`config.mk`:
```
export PLATFORM = sky130hd
export DESIGN_NAME = rr_arb_mux
export DESIGN_NICKNAME = d
export VERILOG_FILES = /design/src/rtl/rr_arb_mux.sv
export SDC_FILE = /design/constraint.sdc
export NUM_CORES = 1
export LEC_CHECK = 0
export CAP_MARGIN = 25
export CORE_ASPECT_RATIO = 0.75
export CORE_MARGIN = 5
export CORE_UTILIZATION = 40
export CTS_CLUSTER_DIAMETER = 40
export DETAILED_ROUTE_END_ITERATION = 12
export PLACE_DENSITY = 0.77
export SETUP_SLACK_MARGIN = 0.2
export SYNTH_ARGS = -nofsm -noshare
export SYNTH_HDL_FRONTEND = slang
export SYNTH_SLANG_ARGS = --single-unit
```
`constraint.sdc`:
```
create_clock -name CLK -period 3.7 [get_ports CLK]
set_clock_uncertainty 0.2 [all_clocks]
set_input_delay 0.74 -clock CLK [delete_from_list [all_inputs] [get_ports CLK]]
set_output_delay 0.74 -clock CLK [all_outputs]
set_load 0.005 [all_outputs]
```
`src/rtl/rr_arb_mux.sv`:
```
// rr_arb_mux: N-channel valid/ready arbitrating mux, round-robin or fixed priority,
// packet-locked grant, one registered output beat per cycle tagged with its source channel.
`default_nettype none
module rr_arb_mux #(
  parameter int WIDTH    = 8,
  parameter int CHANNELS = 4,
  parameter int MODE     = 0,
  localparam int SEL_W   = (CHANNELS > 1) ? $clog2(CHANNELS) : 1
) (
  input  logic                      CLK,
  input  logic                      RESET,
  input  logic [CHANNELS*WIDTH-1:0] IN_DATA,
  input  logic [CHANNELS-1:0]       IN_VALID,
  input  logic [CHANNELS-1:0]       IN_LAST,
  output logic [CHANNELS-1:0]       IN_READY,
  output logic [WIDTH-1:0]          OUT_DATA,
  output logic                      OUT_VALID,
  output logic                      OUT_LAST,
  output logic [SEL_W-1:0]          OUT_CHAN,
  input  logic                      OUT_READY
);

  typedef enum logic {IDLE = 1'b0, LOCKED = 1'b1} state_t;

  state_t           state, state_nxt;
  logic [SEL_W-1:0] lock_chan, lock_chan_nxt;
  logic [SEL_W-1:0] ptr, ptr_nxt;
  logic [SEL_W-1:0] base, hi_idx, any_idx, grant;
  logic             found_hi, found_any, grant_ok;
  logic             load_en, sel_valid, sel_last, xfer;
  logic [WIDTH-1:0] sel_data;

  assign load_en = !OUT_VALID || OUT_READY;
  assign base    = (MODE == 1) ? '0 : ptr;

  // Downward scan leaves the lowest valid index at or above base in hi_idx,
  // and the lowest valid index overall in any_idx (the wrapped-around choice).
  always_comb begin
    hi_idx    = '0;
    any_idx   = '0;
    found_hi  = 1'b0;
    found_any = 1'b0;
    for (int i = CHANNELS - 1; i >= 0; i--) begin
      if (IN_VALID[i]) begin
        any_idx   = SEL_W'(i);
        found_any = 1'b1;
        if (i >= int'(base)) begin
          hi_idx   = SEL_W'(i);
          found_hi = 1'b1;
        end
      end
    end
  end

  always_comb begin
    if (state == LOCKED) begin
      grant    = lock_chan;
      grant_ok = 1'b1;
    end else begin
      grant    = found_hi ? hi_idx : any_idx;
      grant_ok = found_any;
    end
  end

  always_comb begin
    sel_valid = 1'b0;
    sel_last  = 1'b0;
    sel_data  = '0;
    IN_READY  = '0;
    for (int i = 0; i < CHANNELS; i++) begin
      if (grant == SEL_W'(i)) begin
        sel_valid   = IN_VALID[i];
        sel_last    = IN_LAST[i];
        sel_data    = IN_DATA[i*WIDTH +: WIDTH];
        IN_READY[i] = RESET && grant_ok && load_en;
      end
    end
  end

  assign xfer = grant_ok && sel_valid && load_en;

  always_comb begin
    state_nxt     = state;
    lock_chan_nxt = lock_chan;
    ptr_nxt       = ptr;
    if (xfer) begin
      if (state == IDLE && !sel_last) begin
        state_nxt     = LOCKED;
        lock_chan_nxt = grant;
      end else if (state == LOCKED && sel_last) begin
        state_nxt = IDLE;
      end
      if (MODE == 0 && sel_last) begin
        ptr_nxt = (grant == SEL_W'(CHANNELS - 1)) ? '0 : grant + 1'b1;
      end
    end
  end

  always_ff @(posedge CLK or negedge RESET) begin
    if (!RESET) begin
      state     <= IDLE;
      lock_chan <= '0;
      ptr       <= '0;
      OUT_VALID <= 1'b0;
      OUT_DATA  <= '0;
      OUT_LAST  <= 1'b0;
      OUT_CHAN  <= '0;
    end else begin
      state     <= state_nxt;
      lock_chan <= lock_chan_nxt;
      ptr       <= ptr_nxt;
      if (xfer) begin
        OUT_VALID <= 1'b1;
        OUT_DATA  <= sel_data;
        OUT_LAST  <= sel_last;
        OUT_CHAN  <= grant;
      end else if (load_en) begin
        OUT_VALID <= 1'b0;
      end
    end
  end

endmodule
`default_nettype wire
```
==> run summary, run 1 <==
The flow ran to the end, and the final reports show no timing, DRC or antenna violations. Share of total power consumed by net switching: 0.403. For the placeable core area, the log shows 3220 µm². After synthesis, the cell types taking the most area are dfrtp_1 (32%), mux2_4 (8.0%), mux2_2 (5.2%).

The post-route minimum period works out to 3360 ps. For the unique cell type count in the Yosys netlist, the log shows 39. Classification of the worst-slack hold path: register to register.

The count of routing violations after the opening detailed-route iteration came out at 96. Largest vdd supply drop: 0.495 mV. The run gives 0 as the number of failing setup endpoints in the final timing report. The area of the mapped netlist came out at 1310 µm². Routability-driven placement finished with a final weighted congestion of 0.912. Pin placement for this block handled 59 I/O pins. The number of hold buffers added after CTS was 0. Synthesis inferred 17 register bits.

Using the TritonRoute via totals, the vias-per-cell ratio works out to 5.26. In this run the worst path has a maximum fanout of 5. The detailed placer's ending HPWL is 3.43 mm.

During placement, the flow inserted port buffers numbering 58. The total global routing overflow was 0; the number of buffers on the longest clock path was 2. The maximum number of pins on one net before global-route repair is 18, and the clock-pin slew reported for the worst setup and hold paths after clock tree synthesis is 70 ps. The global-route usage over all layers is 0.196, and the max-capacitance violation count is 0. For the sink count of the clock tree, the log shows 17.

In the final layout, the multi-input gates occupy 853 µm². The met3 layer usage reported by global route was 0.0274. Counting stages on the worst path, the most repeated cell is buf_4. Master cell of the clock root buffer: clkbuf_8. Broken down by cell family, the worst path's largest delay share belongs to buffers and inverters. The die is 59.6 µm tall. The worst register-to-register path ends at state$_DFFE_PN0P_. Measured in cells, the most critical reg-to-reg path has a length of 15. The async set or reset register ratio after synthesis is 1.00, and the peak clock frequency supported by timing is 298 MHz. Once layout is complete, the cells apart from fillers number 266. The tools report the beginning of the worst register-to-register path as base[1]$_DFFE_PN0P_. The minimum setup slack in the final design was 345 ps.

Yosys printed 0 warnings. The share of cells above drive strength 1 is 0.345, and the power dissipated by switching net loads is 0.888 mW. For the wire length of the first global-routing pass, the log shows 7.09 mm. After global routing, the most crowded layer is met2.

The logs give 0.065 for the part of the total power dissipated in the clock network and 660 ps for the setup slack of the most critical reg-to-reg path. Counting both buffers and inverters, the worst setup path holds a total of 8. The run gives 4530 µm² as the full die area. The part of the cycle the worst path needs was 0.907; the area of all sequential standard cells was 425 µm². Leaving out fill and tap cells, the most frequent cell in the layout is clkdlybuf4s50_1. Summed over all instances, the cell type with the most area after synthesis is dfrtp_1.

The library cells used most frequently in the layout, excluding fill and tap cells, are clkdlybuf4s50_1 (50), buf_4 (30), dfrtp_1 (17). The filler cells instantiated in the layout total 238. The synthesized instance count is 139, and the total power density per cell area is 986 nW/µm². Summed over all layers, the routed wires come to 4.46 mm.

The run gives 0.712 as the relative slew slack. For the fraction of met1 tracks used by global routing, the log shows 0.272. The run gives 255 as the number of placed instances with taps included.

STA puts the critical path data required time at 3650 ps. The run gives 0.407 as the initial core utilization. The leakage component of the power is 1.00 nW.

The average instance in the mapped netlist occupies 9.42 µm². The number of nets in the synthesized netlist is 187, and the level count of the clock H-tree is 1. 0 antenna diodes ended up in the layout. TritonCTS built the clock tree. The via count of the first global-routing pass came out at 1420. STA classifies the critical path startpoint as a primary input.

The run gives 0 as the final count of hold timing violations. The largest single stage delay on the critical path is 300 ps. Logic gate share of total power: 0.768.

For this run, the leading register cell type out of synthesis is dfrtp_1. The initial antenna violation count was 0; the total number of vias was 1399. Setup slack after placement: -194 ps. The nature of the critical path endpoint was a register.

The tools report the max-slew violation count as 0. The classification of the worst setup path was primary input to register. The synthesis-to-finish area growth is 70.7%, and the internal power consumption is 1.32 mW. The fraction of power consumed by sequential logic is 0.167. The placement row count is 18. The top-area cell type share of the netlist area works out to 0.325.

Measured along the x axis, the die boundary spans 76.1 µm. The count of unresolved DRC violations after routing was 0. Traced cell by cell, the critical path runs through dlygate4sd2_1 > buf_4 > inv_1 > a211oi_2 > a221oi_2 > buf_4 > buf_4 > inv_4 > ha_4 > nand3b_1 > a221oi_2 > buf_4 > nor2_1 > ha_1 > inv_2 > a31oi_1 > a31o_2.

The area of all placed cells without fillers was 2240 µm². The cell count of the worst hold path is 1. For hold timing, the worst endpoint is lock_chan[0]$_DFFE_PN0P_. The TritonCTS buffer count is 3. After layout, the design draws a total of 2.20 mW. The logs give 3300 ps for the arrival time at the worst endpoint and 260 ps for the later-pin clock latency in the skew report. Dividing the detail-routed wire length by the instance count gives 16.8 µm. For this design, the slowest cell found on the critical path is ha_1. The met2 capacity usage during global routing came out at 0.326. The synthesized design contains 0 enable-type register cells.

In this run the remaining antenna-violating nets after routing total 0. The pre-antenna-repair detailed-routing pass consisted of 4 iterations. The worst hold path begins at lock_chan[0]$_DFFE_PN0P_.

The final layout contains 275 nets. At the pin with the least slew margin, the transition time is 430 ps. Setup repair after global routing left no endpoint under its margin.

The placed instance area is 2070 µm². The total negative setup slack is 0 ps. The sequential element share of the synthesized area came out at 0.325.
-- stage by stage --
stage,util,hold slack (ps)
detailed placement,0.642,298
floorplan,-,244
finish,0.694,314
global placement,0.642,290
global route,0.694,346
CTS,0.687,315
-- cell usage after synthesis (2+ instances only) --
master,number
dfrtp_1,17
nand2_1,16
a21oi_1,12
inv_1,12
o21ai_0,11
o21a_1,8
mux2_4,7
a22o_2,6
mux2_2,6
ha_1,5
nor2_1,5
a211oi_1,2
a221oi_1,2
a22o_1,2
buf_2,2
nand3_1,2
o211ai_1,2
-- cell type report --
type	count	area share
multi-input combinational	102	0.382
timing repair buffer	89	0.359
sequential	17	0.190
inverter	14	0.0257
tap	40	0.0224
clock buffer	3	0.0185
clock inverter	1	0.00224
-- power groups by stage --
stage          clock, mW  combinational (mW)  sequential (mW)
6_report           0.144                1.69            0.368
3_3_place_gp           0                1.45            0.360
3_5_place_dp           0                1.50            0.365
4_1_cts            0.145                1.65            0.366
2_1_floorplan          0               0.941            0.356
5_1_grt            0.155                1.81            0.384
-- sequential cells by signal, indices dropped and copies added (netlist names) --
name / cells
lock_chan: 2
OUT_DATA: 8
state: 1
base: 2
OUT_LAST: 1
OUT_CHAN: 2
OUT_VALID: 1
-- per-layer routing --
metal,routed length (µm),up-vias,share of wire
met2,2240,32,0.50
met1,2040,687,0.46
met3,146,5,0.033
li1,-,675,-
met5,0,-,0
met4,40,0,0.0090
-- worst register-to-register path: stages, from the launching register on --
cell	delay [ps]
dfrtp_1	460
nor2b_1	170
o21bai_2	90
a221oi_2	260
buf_4	180
buf_4	120
inv_4	40
ha_4	160
nand3b_1	170
a221oi_2	250
buf_4	160
nor2_1	40
ha_1	300
inv_2	60
a31oi_1	70
a31o_2	220
-- logic make-up (layout without fill, tap and decap cells) --
| group | after synthesis | in the layout | share of synthesized area |
|---|---|---|---|
| buffers and inverters | 20 | 107 | 0.0812 |
| adders and majority gates | 5 | 5 | 0.0478 |
| AOI/OAI and AO/OA | 51 | 51 | 0.277 |
| and+or+nand+nor | 32 | 32 | 0.130 |
| muxes | 14 | 14 | 0.139 |
| DFF | 17 | 17 | 0.325 |
-- how the worst max path moves through the flow --
stage	start	end	slack (ps)	depth (start not counted)
5_1_grt	IN_VALID[1]	state$_DFFE_PN0P_	200	17
2_1_floorplan	IN_VALID[0]	lock_chan[0]$_DFFE_PN0P_	350	12
6_report	IN_VALID[1]	state$_DFFE_PN0P_	340	17
3_5_place_dp	IN_VALID[2]	IN_READY[1]	-190	10
4_1_cts	IN_VALID[2]	IN_READY[1]	110	11
3_3_place_gp	IN_VALID[0]	lock_chan[0]$_DFFE_PN0P_	-140	14
-- what timing repair did --
action,4_1_cts,5_1_grt
setup endpoints to repair,9,19
endpoints found under the hold margin,0,0
pin swaps,5,3
setup buffers,5,2
resized for setup,32,6
No activity file was read; power rests on OpenSTA's default activity.
==> run 2, diff against run 1 <==
RECOVER_POWER = 25   (was not set)
==> run 2 against run 1 <==
Net effect:
- sequential power about the same
- sequential cell count unchanged
- power shrank 0.11%
- critical path depth unchanged
- critical endpoint unchanged
- die area unchanged
- via count up 1.1%
- wire length down 0.29%
- sequential share of layout area about the same
==> run summary, run 2 (synthesized netlist as in run 1, its figures left out) <==
The run finished with clean final reports. The initial antenna violation count came out at 0 (unchanged). The weighted congestion reported at the end of routability-driven placement came out at 0.912 (unchanged). Later-pin clock latency in the skew report: 260 ps (about the same). Level count of the clock H-tree: 1 (unchanged). The number of failing setup endpoints in the final timing report came out at 0 (unchanged). By instance count, the cell type seen most on the critical path is buf_4.

Compared with the post-synthesis result, the final layout area differs by 70.4%. Part of the cycle the worst path needs: 0.907 (about the same). The run gives 86 (-10%) as the count of routing violations after the opening detailed-route iteration. The placeable core area is 3220 µm² (unchanged).

The largest incremental delay on the critical path is 300 ps (about the same). The placement row count was 18 (unchanged). The clock-pin slew reported for the worst setup and hold paths after clock tree synthesis came out at 70 ps (about the same). The slowest stage of the critical path belongs to the cell ha_1. Largest vdd supply drop: 0.490 mV (-0.98%).

The run gives -194 ps (unchanged) as the setup slack after placement. The wire length of the first global-routing pass is 7.09 mm (unchanged). The number of antenna cells inserted came out at 0 (unchanged). The maximum number of pins on one net before global-route repair was 18 (unchanged); the per-cell via count in the routed design was 5.32 (+1.1%). The tools report the count of unresolved DRC violations after routing as 0 (unchanged). Walking the worst path, the cells encountered are dlygate4sd2_1 > buf_4 > inv_1 > a211oi_2 > a221oi_2 > buf_4 > buf_4 > inv_4 > ha_4 > nand3b_1 > a221oi_2 > buf_4 > nor2_1 > ha_1 > inv_2 > a31oi_1 > a31o_2. The kind of cell with the highest combined delay along the critical path is buffers and inverters. Total buffers and inverters traversed by the critical path: 8 (unchanged). For the layout filler cell count, the log shows 240 (+0.84%). TritonCTS built the clock tree. The tools report the cts-stage hold buffer count as 0 (unchanged). The tools report the count of nets left with antenna violations after detail routing as 0 (unchanged).

Ranked by flip-flop count, first place goes to OUT_DATA. The endpoint required time on the critical path was 3650 ps (about the same); the max-capacitance violation count was 0 (unchanged). The total global routing overflow was 0 (unchanged); the share of cells above drive strength 1 was 0.341 (-0.00442). The run gives 0 (unchanged) as the final count of hold timing violations.

The global-route usage over all layers is 0.196 (unchanged), and the total power density per cell area is 986 nW/µm² (about the same). Leaving out fill and tap cells, the most frequent cells in the layout are clkdlybuf4s50_1 (49), buf_4 (29), dfrtp_1 (17). The post-route minimum period is 3350 ps (-0.772 ps), and the minimum setup slack in the final design is 345 ps (+0.772 ps).

The tools report the TritonCTS buffer count as 3 (unchanged). The tools report the nature of the critical path endpoint as a register. Final net count: 275 (unchanged). For the arrival time at the worst endpoint, the log shows 3300 ps (about the same).

The run gives 4 (unchanged) as the total iterations of the first detailed-routing run. Leakage component of the power: 0.997 nW (-0.34%). The horizontal die dimension is 76.1 µm (unchanged), and the measured slew at the worst slew-check pin is 942 ps (+512 ps). The library cell used most frequently in the layout, excluding fill and tap cells, is clkdlybuf4s50_1.

The maximum net fanout on the critical path was 5 (unchanged). The tools report the detailed placer's ending HPWL as 3.43 mm (unchanged). CTS placed an instance of clkbuf_8 at the clock tree root. The run gives 59 (unchanged) as the number of top-level design ports.

The overall die height works out to 59.6 µm (unchanged). The number of flip-flops under the largest register name is 8 (unchanged). Classification of the worst setup path: primary input to register. The average wire per standard cell was 16.7 µm (-0.29%); the max-slew violation count was 0 (unchanged).

The logs give 2 (unchanged) for the number of buffers on the longest clock path and 0.407 (unchanged) for the initial core utilization. The final routed wirelength across all metal layers came out at 4.45 mm (-0.29%). The classification of the worst-slack hold path is register to register. The via count of the first global-routing pass came out at 1420 (unchanged). Total number of vias: 1414 (+1.1%). The sink count of the clock tree was 17 (unchanged); the total negative setup slack was 0 ps (unchanged). For the full die area, the log shows 4530 µm² (unchanged). Quantity of I/O buffers inserted on ports: 58 (unchanged). The worst setup path is launched from a primary input. Setup repair after global routing left no endpoint under its margin. The relative slew slack was 0.372 (-0.340); the peak clock frequency supported by timing was 298 MHz (about the same).
-- run 2: cell count changes in the layout (fill, tap and decap cells not counted) --
cell             delta
dlygate4sd3_1       +1
clkbuf_1            +1
buf_4               -1
clkdlybuf4s50_1     -1
-- run 2: per-layer routing --
metal,global-route usage,part of all wire,vias up
met5,0,0,-
met4,0.0449,0.0090,0
met1,0.272,0.46,698
li1,-,-,674
met3,0.0274,0.032,5
met2,0.326,0.50,37
-- run 2: repair_timing --
item	in CTS	in global routing
gates resized for setup	32	6
pin swaps	5	3
buffers inserted	5	2
setup endpoints to repair	9	19
-- run 2: final cells by class --
class	instances	area [µm²]	share of cell area
flip-flops and latches	17	425	0.191
well taps	40	50.0	0.0224
repair buffers	89	800	0.358
multi-input cells	102	853	0.382
inverters	14	57.6	0.0258
clock inverters	1	5.00	0.00224
clock buffers	3	41.3	0.0185
-- run 2: final timing paths --
path                                                from                  endpoint  slack (ps)  depth (start not counted)
worst min register to register  lock_chan[0]$_DFFE_PN0P_  lock_chan[0]$_DFFE_PN0P_         310                          1
min in group asynchronous                          RESET  lock_chan[1]$_DFFE_PN0P_        1040                          2
worst max register to register       base[1]$_DFFE_PN0P_         state$_DFFE_PN0P_         660                         15
worst min-delay path            lock_chan[0]$_DFFE_PN0P_  lock_chan[0]$_DFFE_PN0P_         310                          1
max in group asynchronous                          RESET   OUT_DATA[4]$_DFFE_PN0P_        1690                          2
worst max-delay path                         IN_VALID[1]         state$_DFFE_PN0P_         350                         17
-- run 2: per-stage QoR --
stage	utilization	total power [mW]	hold WS [ps]	std cells	instance area, µm²
after floorplan	-	1.30	244	139	1310
after global placement	0.642	1.81	290	255	2070
after detailed placement	0.642	1.87	298	255	2070
after CTS	0.687	2.16	315	264	2210
after global routing	0.693	2.35	346	266	2230
final	0.693	2.20	313	266	2230
-- run 2: worst register-to-register path, cell delays in order (launching register included) --
cell	delay, ps
dfrtp_1	460
nor2b_1	170
o21bai_2	90
a221oi_2	260
buf_4	180
buf_4	120
inv_4	40
ha_4	160
nand3b_1	170
a221oi_2	250
buf_4	150
nor2_1	40
ha_1	300
inv_2	60
a31oi_1	60
a31o_2	220
-- run 2: report_power, final --
group          internal, mW  switching, mW  leakage [nW]
Combinational         0.953          0.737         0.768
Clock                0.0748         0.0684        0.0255
Sequential            0.288         0.0804         0.204
Total                  1.32          0.886         0.997
==> run 3, diff against run 2 <==
SKIP_LAST_GASP = 1   (was not set)
==> results of run 3 <==
The final DEF is identical to that of run 2; final timing and power are the same.
